`config.mk`:
```
export PLATFORM = sky130hd
export DESIGN_NAME = fifo_drain_control
export DESIGN_NICKNAME = d
export VERILOG_FILES = /design/src/rtl/fifo_drain_control.sv
export SDC_FILE = /design/constraint.sdc
export NUM_CORES = 1
export LEC_CHECK = 0
export ABC_CLOCK_PERIOD_IN_PS = 17100
export CORE_MARGIN = 2
export CORE_UTILIZATION = 36
export CTS_BUF_LIST = sky130_fd_sc_hd__clkbuf_16
export CTS_CLUSTER_SIZE = 40
export DETAILED_ROUTE_END_ITERATION = 6
export PLACE_DENSITY = 0.6
export SYNTH_ARGS = -nofsm -noshare
export SYNTH_HDL_FRONTEND = slang
export SYNTH_SLANG_ARGS = --single-unit
export TNS_END_PERCENT = 10
```
`constraint.sdc`:
```
create_clock -name clk -period 17.1 [get_ports clk]
set_input_delay 4.275 -clock clk [delete_from_list [all_inputs] [get_ports clk]]
set_output_delay 4.275 -clock clk [all_outputs]
set_load 0.05 [all_outputs]
```
`src/rtl/fifo_drain_control.sv`:
```
// fifo_drain_control: skewed lockstep read enables for the per-lane systolic-array input FIFOs,
// stalling the whole wavefront when any active lane's FIFO is empty.
module fifo_drain_control #(
  parameter int array_size = 9,
  parameter int dim_data_size = 16
) (
  input  logic                     clk,
  input  logic                     reset,
  input  logic                     enable,
  input  logic                     start,
  input  logic [7:0]               offset,
  input  logic [dim_data_size-1:0] read_count,
  input  logic [array_size-1:0]    fifo_empty_in,
  output logic [array_size-1:0]    rd_en_out,
  output logic [array_size-1:0]    valid_out,
  output logic                     busy,
  output logic                     completed
);
  localparam int tw = dim_data_size + 1;
  localparam int cw = dim_data_size + 2;
  typedef enum logic [1:0] {IDLE, RUN, FLUSH, DONE} state_t;
  state_t state;
  logic [tw-1:0] t, last;
  logic [dim_data_size-1:0] rc_q;
  logic [7:0] off_q;
  logic [array_size-1:0] act;
  logic step, degen;
  assign last = tw'(rc_q) + tw'(array_size - 1) - tw'(off_q);
  assign degen = read_count == '0 || int'(offset) >= array_size;
  assign step = state == RUN && enable && (act & fifo_empty_in) == '0;
  assign rd_en_out = step ? act : '0;
  // lane i (k = i - offset) is active for k <= t < k + read_count; rewritten without subtraction
  always_comb begin
    act = '0;
    for (int i = 0; i < array_size; i++)
      act[i] = 8'(i) >= off_q && cw'(t) + cw'(off_q) >= cw'(i) &&
               cw'(t) + cw'(off_q) < cw'(i) + cw'(rc_q);
  end
  always_ff @(posedge clk or posedge reset)
    if (reset) begin
      state <= IDLE;
      t <= '0;
      rc_q <= '0;
      off_q <= '0;
      valid_out <= '0;
      busy <= 1'b0;
      completed <= 1'b0;
    end else begin
      valid_out <= rd_en_out;
      if (enable)
        case (state)
          IDLE, DONE: if (start) begin
            rc_q <= read_count;
            off_q <= offset;
            t <= '0;
            state <= degen ? DONE : RUN;
            busy <= !degen;
            completed <= degen;
          end
          RUN: if (step) begin
            t <= t + tw'(1);
            if (t + tw'(1) == last) state <= FLUSH;
          end
          FLUSH: begin
            state <= DONE;
            busy <= 1'b0;
            completed <= 1'b1;
          end
        endcase
    end
endmodule

```
==> impl_results.md <==
* Reg2Reg Setup Slack at around 11 ns
* CTS tree: yes
* CTS H-tree lvls at 2
* Post-synthesis cell type count at 84
* Clock latency on the worst-skew pair at 0.32 ns
* Hold Crit Class: register to register
* Uppermost layer routed: met4
* Total Power at around 0.99 mW
* Worst setup path start: enable
* Area Growth Syn to Fin at 10.4%
* Worst path max stage delay at between 0.8 and 0.9 ns
* Die area at around 28000 sq um
* Root Buffer: clkbuf_16
* Combinational share of power at between 60 and 70%
* I/O Buffers at 56
* Metal-1 WL at between 10000 and 15000 um
* Hold violation total from the final report at 0
* DIE HEIGHT at about 170 um
* Routed wire length at 32000 um
* Routed Antenna Nets at 0
* Most used DFF post-synth: dfrtp_1
* Fmax achieved at ~83 MHz
* Sequential Power Share at between 10% and 20%
* Antenna violations before repair at 0
* CP Capture Point: rd_en_out[1]
* Starting Density at a little over a third
* Syn avg cell area at 8.03 sq um
* Post-synthesis register bit count at 54
* Filler Cells Inserted at around 2800
* Non-Filler Instances at roughly 1600
* DIE WIDTH at roughly 170 um
* Rows at 60
* Utilization after layout at approximately two fifths
* Skew final at roughly 0.015 ns
* Drt drc at 0
* Pin count of the biggest net entering global routing at 55
* DR pass1 iterations at 5
* Core box area at roughly 27000 sq um
* Synth Warn # at 0
* Post-CTS Setup Inserts at 0
* Critical path class: input pin to output port
* Fin crit period at around 12 ns
* CTS clk-pin slew, worst paths at ~0.070 ns
* Reg2reg path depth at 16
* Leak at around 4.5 nW
* Worst slew pin tran at approximately 1.1 ns
* NumNets Final at ~1400
* Crit-path most repeated cell: clkdlybuf4s50_1
* Cell Count Post-Placement at 1567
* Critical path fanouts, max at 21
* Max transition margin at 27.0%
* Result of the run: complete, no violations
* Total gr overflow at 0
* Async SR Flop Fraction at between 90% and 100%
* Internal power at roughly 0.50 mW
* Clock Power Share at 11.1%
* CP startpoint kind: input pin
* Hold Buf Count CTS at 0
* Final Cycle Share at between 70% and 80%
* EDFF count, synth at 0
* Met2 WL at ~15000 um
* CTS buffer count at 5
* Number of global-route vias before repair at approximately 9100
* Initial drt markers at approximately 700
* Clock Path Buffers at 2
* Post-DP HPWL at roughly 26000 um
* Worst VDD drop at approximately 0.000063 V
* Placer congestion estimate at around 0.93
* Synth Cell Area at just under 10000 sq um
* Drt wl/cell at just over 20 um
* Post-Syn Nets at roughly 1400
* RSZ-0062 raised after global routing: no
* Max-slew violations at 0
* Worst path slowest cell: clkdlybuf4s50_1
* Share of layout cells above drive strength 1 at just over 6%
* Vias per cell at around 5.9
* Synth Instances at approximately 1200
* Worst Hold Slack at just under 0.6 ns
* Via count at approximately 9300
* WP data arrival at 7.76 ns
* I/O Pins at 57
* CP required at 12.82 ns
* Post_cts resized at 0
* Net Sw Frac at between 50% and 60%
* Pwr dens at approximately 92 nW/um^2
* Reg2reg end: t[1]$_DFFE_PP0P_
* Setup TNS at 0 ns
* P_sw at just under 0.5 mW
* Clock sink count at between 50 and 60
* Start of the worst register-to-register path: rc_q[2]$_DFFE_PP0P_
* Max cap viols at 0
* Setup Viol. Count Final at 0
* Endpoint class of the critical path: output port
* Tot GR Track Use at 22.7%
* Ant diodes at 0
* Detail Route met3 WL at between 1500 and 2000 um
* Critical-path cell list: clkdlybuf4s50_1 -> nand2_1 -> a41oi_1 -> o31ai_1 -> a211oi_2 -> and4_1 -> nand2_2 -> a2111oi_2 -> clkdlybuf4s50_1
* First-pass GRT wire length at just over 50000 um
* Post-synthesis sequential area ratio at between 10% and 20%
[cell type report]
class	count	area [sq um]	area share, %
Tap cell	341	427	3.97
Sequential cell	54	1350	12.6
Timing Repair Buffer	71	673	6.27
Inverter	59	221	2.06
Clock inverter	3	25.0	0.233
Multi-Input combinational cell	1042	7920	73.7
Clock buffer	5	125	1.16
[state kept, by name (all words and copies together), names as in the netlist]
name,cells
valid_out,9
rc_q,16
t,17
busy,1
off_q,8
state,2
completed,1
[Yosys cell counts (all sizes together), types with 17 or more instances]
master    n  area, sq um
mux2     24          270
dfrtp    54         1350
nand2    96          363
ha      175         2190
nor2     88          330
clkbuf   35          131
nor4     17          113
buf      22          108
nand3    61          310
a211oi   17          143
inv      54          203
a21o     24          180
xnor2   147         1290
o21ai    31          155
nand4    25          163
a21oi    75          375
nor3     34          175
[power by group through the flow]
stage	combinational [mW]	clock, mW	sequential (mW)
CTS	0.686	0.115	0.189
global route	0.770	0.119	0.193
detailed placement	0.682	0	0.192
finish	0.690	0.110	0.190
floorplan	0.525	0	0.168
global placement	0.667	0	0.191
[layer usage]
layer	vias to the layer above	GRT usage [%]
met1	4443	30.9
met3	61	1.69
li1	4503	-
met2	303	37.6
met5	-	0
met4	0	8.62
[worst min-delay path by stage]
stage / start / endpoint / slack (ns) / cells past startpoint
CTS: off_q[5]$_DFFE_PP0P_ / off_q[5]$_DFFE_PP0P_ / 0.59 / 1
detailed placement: state[1]$_DFFE_PP0P_ / state[1]$_DFFE_PP0P_ / 0.58 / 2
floorplan: off_q[4]$_DFFE_PP0P_ / off_q[4]$_DFFE_PP0P_ / 0.51 / 1
finish: busy$_DFFE_PP0P_ / busy$_DFFE_PP0P_ / 0.58 / 2
global route: busy$_DFFE_PP0P_ / busy$_DFFE_PP0P_ / 0.62 / 2
global placement: state[1]$_DFFE_PP0P_ / state[1]$_DFFE_PP0P_ / 0.57 / 2
[cells by family after synthesis]
logic type	share of synthesized area (%)
simple gates	20.2
compound gates	19.9
fa+ha+maj	23.3
xor+xnor	14.5
buf+inv	4.73
flops	13.9
mux	3.50
[worst max-delay path, delay by kind of cell]
| kind | cells | cell delay [ns] |
|---|---|---|
| buf+inv | 2 | 1.44 |
| compound gates | 4 | 0.97 |
| simple gates | 3 | 1.08 |
[cell usage in the layout (no fill, tap or decap), types with 5 or more instances in the layout]
cell type / synthesis / final
a2111oi_0: 6 / 6
a211o_1: 8 / 8
a211oi_1: 14 / 14
a21o_1: 24 / 24
a21oi_1: 75 / 75
a31oi_1: 11 / 11
a41oi_1: 5 / 5
and2_1: 7 / 7
and3_1: 14 / 14
and4_1: 7 / 7
buf_4: 2 / 15
clkbuf_16: 0 / 5
clkdlybuf4s50_1: 0 / 56
clkinv_1: 5 / 5
dfrtp_1: 54 / 54
ha_1: 175 / 175
inv_1: 50 / 49
inv_2: 4 / 5
mux2_2: 24 / 24
mux2i_1: 7 / 7
nand2_1: 95 / 95
nand3_1: 60 / 60
nand4_1: 24 / 24
nor2_1: 88 / 88
nor2b_1: 16 / 16
nor3_1: 33 / 33
nor4_1: 16 / 16
o211ai_1: 12 / 12
o21a_1: 11 / 11
o21ai_0: 27 / 27
o221ai_1: 6 / 6
o31ai_1: 9 / 9
or3_1: 9 / 9
xnor2_1: 147 / 147
xor2_1: 14 / 14
[per-stage QoR]
stage | setup WS [ns] | cell area, sq um
5_1_grt | 4.80 | 10700
3_3_place_gp | 5.11 | 10600
2_1_floorplan | 6.37 | 9730
6_report | 5.06 | 10700
3_5_place_dp | 5.05 | 10600
4_1_cts | 5.06 | 10700
Power figures use the tool's default switching activity.
